--- src/rtl/lt100_bus_arbiter.sv ---
// rtl/lt100_bus_arbiter.sv - two-master round-robin arbiter for the lt100 enable/ready bus
//
// Purpose: lets master 0 (CPU) and master 1 (DMA/debug loader) share one lt100 slave port.
// Transactions are serialised with round-robin priority. s_enable is always low for at least
// one cycle between transactions. A per-transaction timeout frees the bus if the slave never
// answers.
//
// Ports:
//   clk, rst                      clock (rising edge), asynchronous active-high reset
//   mN_enable/wr_en/addr/i_data/be  master N request (N = 0, 1), held until mN_ready
//   mN_ready/o_data/err           master N completion, held until mN_enable drops
//   s_enable/wr_en/addr/i_data/be slave request, registered
//   s_ready/o_data/err            slave completion
//   grant                         master owning the current or last transaction
//   busy                          high whenever the arbiter is not idle
module lt100_bus_arbiter #(
    parameter int ADDR_W  = 32,
    parameter int DATA_W  = 32,
    parameter int TIMEOUT = 1024,
    localparam int BE_W   = DATA_W / 8
) (
    input  logic              clk,
    input  logic              rst,

    input  logic              m0_enable,
    input  logic              m0_wr_en,
    input  logic [ADDR_W-1:0] m0_addr,
    input  logic [DATA_W-1:0] m0_i_data,
    input  logic [BE_W-1:0]   m0_be,
    output logic              m0_ready,
    output logic [DATA_W-1:0] m0_o_data,
    output logic              m0_err,

    input  logic              m1_enable,
    input  logic              m1_wr_en,
    input  logic [ADDR_W-1:0] m1_addr,
    input  logic [DATA_W-1:0] m1_i_data,
    input  logic [BE_W-1:0]   m1_be,
    output logic              m1_ready,
    output logic [DATA_W-1:0] m1_o_data,
    output logic              m1_err,

    output logic              s_enable,
    output logic              s_wr_en,
    output logic [ADDR_W-1:0] s_addr,
    output logic [DATA_W-1:0] s_i_data,
    output logic [BE_W-1:0]   s_be,
    input  logic              s_ready,
    input  logic [DATA_W-1:0] s_o_data,
    input  logic              s_err,

    output logic              grant,
    output logic              busy
);

    localparam logic [1:0] ST_IDLE = 2'd0;
    localparam logic [1:0] ST_BUSY = 2'd1;
    localparam logic [1:0] ST_DONE = 2'd2;

    localparam int               CNT_W    = (TIMEOUT > 1) ? $clog2(TIMEOUT) : 1;
    localparam bit               TO_EN    = (TIMEOUT > 0);
    localparam logic [CNT_W-1:0] CNT_LAST = CNT_W'((TIMEOUT > 0) ? (TIMEOUT - 1) : 0);

    logic [1:0]       state;
    logic             last_grant;
    logic [CNT_W-1:0] to_cnt;

    // Arbitration decision, only consumed in IDLE. On a tie the master that was not
    // served last wins; otherwise the lone requester wins.
    logic              pick;
    logic              sel_wr_en;
    logic [ADDR_W-1:0] sel_addr;
    logic [DATA_W-1:0] sel_i_data;
    logic [BE_W-1:0]   sel_be;
    logic              owner_enable;

    always_comb begin
        pick         = m1_enable && (!m0_enable || !last_grant);
        sel_wr_en    = pick ? m1_wr_en  : m0_wr_en;
        sel_addr     = pick ? m1_addr   : m0_addr;
        sel_i_data   = pick ? m1_i_data : m0_i_data;
        sel_be       = pick ? m1_be     : m0_be;
        owner_enable = grant ? m1_enable : m0_enable;
    end

    always_ff @(posedge clk or posedge rst) begin
        if (rst) begin
            state      <= ST_IDLE;
            last_grant <= 1'b1;
            to_cnt     <= '0;
            grant      <= 1'b0;
            busy       <= 1'b0;
            s_enable   <= 1'b0;
            s_wr_en    <= 1'b0;
            s_addr     <= '0;
            s_i_data   <= '0;
            s_be       <= '0;
            m0_ready   <= 1'b0;
            m0_o_data  <= '0;
            m0_err     <= 1'b0;
            m1_ready   <= 1'b0;
            m1_o_data  <= '0;
            m1_err     <= 1'b0;
        end else begin
            case (state)
                ST_IDLE: begin
                    if (m0_enable || m1_enable) begin
                        grant      <= pick;
                        last_grant <= pick;
                        s_wr_en    <= sel_wr_en;
                        s_addr     <= sel_addr;
                        s_i_data   <= sel_i_data;
                        s_be       <= sel_be;
                        s_enable   <= 1'b1;
                        to_cnt     <= '0;
                        busy       <= 1'b1;
                        state      <= ST_BUSY;
                    end
                end

                ST_BUSY: begin
                    // The owner dropping its enable here is ignored: the slave
                    // transaction always runs to completion or timeout.
                    to_cnt <= to_cnt + 1'b1;
                    if (s_ready) begin
                        s_enable <= 1'b0;
                        state    <= ST_DONE;
                        if (grant) begin
                            m1_o_data <= s_o_data;
                            m1_err    <= s_err;
                            m1_ready  <= 1'b1;
                        end else begin
                            m0_o_data <= s_o_data;
                            m0_err    <= s_err;
                            m0_ready  <= 1'b1;
                        end
                    end else if (TO_EN && (to_cnt == CNT_LAST)) begin
                        s_enable <= 1'b0;
                        state    <= ST_DONE;
                        if (grant) begin
                            m1_o_data <= '0;
                            m1_err    <= 1'b1;
                            m1_ready  <= 1'b1;
                        end else begin
                            m0_o_data <= '0;
                            m0_err    <= 1'b1;
                            m0_ready  <= 1'b1;
                        end
                    end
                end

                ST_DONE: begin
                    // At least one cycle here guarantees the enable-low gap before
                    // the next grant can be made from IDLE.
                    if (!owner_enable) begin
                        m0_ready <= 1'b0;
                        m0_err   <= 1'b0;
                        m1_ready <= 1'b0;
                        m1_err   <= 1'b0;
                        busy     <= 1'b0;
                        state    <= ST_IDLE;
                    end
                end

                default: begin
                    s_enable <= 1'b0;
                    busy     <= 1'b0;
                    state    <= ST_IDLE;
                end
            endcase
        end
    end

endmodule

--- config.mk ---
export PLATFORM = sky130hd
export DESIGN_NAME = lt100_bus_arbiter
export DESIGN_NICKNAME = d
export VERILOG_FILES = /design/src/rtl/lt100_bus_arbiter.sv
export SDC_FILE = /design/constraint.sdc
export NUM_CORES = 1
export LEC_CHECK = 0
export ABC_AREA = 1
export CAP_MARGIN = 20
export CELL_PAD_IN_SITES_DETAIL_PLACEMENT = 1
export CELL_PAD_IN_SITES_GLOBAL_PLACEMENT = 1
export CORE_MARGIN = 10
export CORE_UTILIZATION = 30
export DETAILED_ROUTE_END_ITERATION = 10
export PLACE_DENSITY_LB_ADDON = 0.15
export SLEW_MARGIN = 20
export SYNTH_ARGS = -nofsm -noshare
export SYNTH_HDL_FRONTEND = slang
export SYNTH_SLANG_ARGS = --single-unit
--- constraint.sdc ---
create_clock -name clk -period 6.4 [get_ports clk]
set_clock_uncertainty 0.2 [all_clocks]
set_input_delay 1.6 -clock clk [delete_from_list [all_inputs] [get_ports clk]]
set_output_delay 1.6 -clock clk [all_outputs]
set_load 0.005 [all_outputs]
Word-level counts from Yosys, hierarchy flattened:

Cells that the tools add are included.
W data, S select, Z words.

* register bits: 153
* input bits: 176
* output and inout bits: 140
* logic and storage cells: 91

* add/sub/neg operators: 1
* eq/ne operators: 8
* multiplexer cells: 44
* bitwise operators: 3
* reduce and logical (&&, ||, !) cells: 19

Operators by type and width (count)
* $mux W32: 10
* $mux W1: 20
* $pmux W10 S2: 1
* $reduce_and A3 Y1: 6
* $add A10 B1 Y10 const B: 1
* $eq A10 B10 Y1 const B: 1
* $mux W10: 1
* $mux W2: 4
* $ne A2 B2 Y1 const B: 4
* $pmux W1 S2: 4
* $reduce_and A4 Y1: 2
* $pmux W1 S3: 2
* $pmux W2 S3: 1
* $reduce_bool A2 Y1: 3
* $mux W4: 1
* $reduce_and A2 Y1: 2
* $ne A3 B3 Y1 const B: 1
* $not A1 Y1: 3
* $eq A2 B1 Y1 const B: 1
* $eq A2 B2 Y1 const B: 1
* $logic_not A1 Y1: 2
* $logic_not A2 Y1: 1
* $logic_or A1 B1 Y1: 2
* $logic_and A1 B1 Y1: 1

Longest topological paths before layout:

* word-level depth: 4
* depth in mapped cells: 10
* mapped depth without buffers: 10

Least setup slack after synthesis:

No wires, ideal clock.

* kind: in2reg
* start: input port s_ready
* end: register m0_o_data[15]
* setup time: 0.119 ns
* arrival time: 2.324 ns
* data required time: 6.081 ns
* setup slack: 3.757 ns
* stages on the path: 7
* path buffers: 2
* cells stage by stage: clkbuf_1 inv_1 nand2_4 nand2_4 buf_6 nand2_1 o21ai_2

* longest elaborated chain between the ends: 2
* elaborated cells on any way between the ends: 3
* classes of those cells: mux: 1; reduce/logical: 2

Ends and longest elaborated chain
* from (decl): RTL line 48 `input logic s_ready,`
* $reduce_bool A2 Y1 (no source line)
* $reduce_and A3 Y1 (no source line)
* to (signal assigned): RTL line 133 `m0_o_data <= s_o_data;`
* to (decl): RTL line 31 `output logic [DATA_W-1:0] m0_o_data,`

Parallel ways exist; a longest one is shown, timed or not.
A chain may end at the register's enable or synchronous reset.

Worst setup path in the final report:

* start: input port m0_enable
* end: register s_addr[5]

* longest elaborated chain between the ends: 4
* elaborated cells on any way between the ends: 6
* classes of those cells: mux: 1; reduce/logical: 5

Ends and longest elaborated chain
* from (decl): RTL line 25 `input logic m0_enable,`
* $logic_not A1 Y1: RTL line 78 `pick = m1_enable && (!m0_enable || !last_grant);`
* $logic_or A1 B1 Y1: RTL line 78
* $logic_and A1 B1 Y1: RTL line 78
* $mux W32: RTL line 80 `sel_addr = pick ? m1_addr : m0_addr;`
* to (signal assigned): RTL line 111 `s_addr <= sel_addr;`
* to (decl): RTL line 45 `output logic [ADDR_W-1:0] s_addr,`

Parallel ways exist; a longest one is shown, timed or not.

==> impl_metrics.ini <==
[run]
cap_violations = 0

[routing]
first_pass_iters = 4
top_layer_used = met4
routed-wl-met2_um = 13600
route.met3.wl_um = 2310
wl_met1_um = 10300
antenna_left = 0
post-route-drc-count = 0
viasPerCell = 4.69
totalWireLength_um = 26600
drt_iter0_drc = 399
vias = 6402
wire_per_inst_um = 19.5

[floorplan]
die_w_um = 171
io_pins = 316
die_area_mm2 = 0.0292
row_count = 55
coreArea_mm2 = 0.0225
start_util = 0.303
die_h_um = 171

[placement]
place_hpwl_um = 19500
placed_area_mm2 = 0.0101
dp.cells = 1332
io_buffer_count = 315
place_ws_ns = 2.48
gp_congestion = 0.757

[setup_path]
arrival_ns = 3.59
crit_chain = clkdlybuf4s50_1, o21ai_4, inv_2, buf_4, o21ai_0, o21ai_1
critPathRequiredTime_ns = 6.54
start_kind = input port
worstSetupStartpoint = m0_enable
crit_type = input port to flip-flop
max_stage_delay_ns = 0.61
crit_path_end_kind = flip-flop
cp_max_fo = 54
reg2reg_from = state[1]
critPathBufInv = 3
cp_top_family = buffers and inverters
slowest_stage = clkdlybuf4s50_1

[synth]
netlist_area_mm2 = 0.00682
synth_nets = 951
synth.avg_cell_area_um2 = 8.84
ys.flop_type = dfrtp_1
synth.area.top_cells = dfrtp_1 (56%), nand2_1 (11%), o21ai_1 (7.6%)
synth-seq-cells = 153
synthCells = 771
ys_types = 27
synth_edf_count = 0
synth_top_area_frac = 0.558
yosys.area.top_type = dfrtp_1
async_flop_share = 1.00
yosysSeqAreaShare = 0.562
yosysWarnings = 0

[power]
peakVddDrop_mv = 0.199
power_density_mw_per_mm2 = 457
leakage_nw = 4.57

[global_route]
grt_start_max_net_pins = 89
grt_pass1_vias = 6849
antenna_found_initial = 3
gr-total-overflow = 0
grt_use_total = 0.180
grt_pass1_wl_um = 40500

[cells_and_area]
ff_latch_area_mm2 = 0.00383
layoutNonFillerInstCount = 1366
final_cell_mix = clkdlybuf4s50_1 (315), nand2_1 (203), dfrtp_1 (152), o21ai_1 (104), nor2_1 (87)
multi_input_area_mm2 = 0.00261
drive_gt1_frac = 0.0807
final_common_cell = clkdlybuf4s50_1
postLayoutCellArea_mm2 = 0.0107
area_growth_pct = 57.1
num-fill-cells = 2626
nets = 1246

[clock_network]
htree_num_levels = 4
clock_path_buffers = 2
numCtsBuffers = 17
cts_setup_buffers = 0
root_buffer = clkbuf_16
cts_hold_buf = 0
post_cts_resized = 0
insertion_delay_ns = 0.43
cts_sinks = 153
cts.clk_slew.worst_paths_ns = 0.06
cts_tree = yes

[sta]
worst_pin_slew_ns = 0.846
finalSetupViolCount = 0
period_minus_slack_ns = 3.45
tns_ns = 0
finalHoldViolations = 0
finalWorstSetupSlack_ns = 2.95
rsz0062_at_grt = false
clock.fmax_mhz = 290
whs_ns = 0.279
relSlewSlack = 0.436
fin_crit_sh = 0.539
final_max_slew_viol_count = 0

[worst_hold_path]
min_from = m1_o_data[9]
hp-class = flip-flop to flip-flop

[status]
status = finished clean
kinds of logic after synthesis:
kind of cell | synth area share
AND/OR/NAND/NOR | 0.190
AO/OA/AOI/OAI | 0.183
adder cells (fa/ha/maj) | 0.00734
flip-flops | 0.562
buffers and inverters | 0.0571
cell usage after synthesis, types with 3 or more instances:
library cell  instances
dfrtp_1             152
nor2_1               87
inv_2                 3
nand2_2               4
buf_6                15
buf_2                 6
o21ai_2              32
inv_1                18
o21ai_0              76
nand4_1               9
a21oi_1               6
nand3_1              13
ha_1                  4
clkbuf_1             23
nand2_1             203
o21ai_1             104
nand2_4               4
layout make-up:
class                      instances  share of cell area
clock buffer                      18              0.0410
tap                              285              0.0333
antenna                            3            0.000701
multi-input combinational        549               0.243
sequential                       153               0.358
inverter                          21             0.00783
timing repair buffer             324               0.301
clock inverter                    13              0.0157
layer usage:
layer | vias up | GRT usage
li1 | 3125 | -
met4 | 0 | 0.0519
met3 | 23 | 0.0740
met5 | - | 0
met1 | 3069 | 0.196
met2 | 185 | 0.313
state kept, by name, summed over array words and instances, names as in the netlist:
signal,cells
m1_o_data,32
to_cnt,10
state,2
m0_ready,1
grant,1
m0_err,1
s_addr,32
m1_ready,1
s_be,4
s_i_data,32
s_wr_en,1
last_grant,1
busy,1
s_enable,1
m0_o_data,32
m1_err,1
where the power goes:
| group | internal, mW | switching [mW] |
|---|---|---|
| clock network | 0.625 | 0.430 |
| registers | 1.41 | 0.245 |
| logic | 1.14 | 1.04 |
worst paths after layout:
| check | endpoint | slack, ns | cells after the start |
|---|---|---|---|
| setup / recovery | s_addr[5] | 2.95 | 6 |
| setup reg to reg | s_addr[5] | 3.89 | 7 |
| hold reg to reg | m1_o_data[9] | 0.28 | 2 |
| max in group asynchronous | last_grant | 3.43 | 3 |
| min in group asynchronous | s_i_data[20] | 1.53 | 2 |
| hold / removal | m1_o_data[9] | 0.28 | 2 |
stage by stage:
step	util	total power, mW
finish	0.476	4.89
CTS	0.476	4.99
detailed placement	0.449	3.90
floorplan	-	2.61
global route	0.476	5.27
global placement	0.449	3.86
worst register-to-register path, delay by kind of cell (launching register included):
family                   cells  cell delay [ns]
adder cells (fa/ha/maj)      1             0.35
flip-flops                   1             0.40
buffers and inverters        3             1.08
AO/OA/AOI/OAI                3             0.40
No activity file was read; power rests on OpenSTA's default activity.
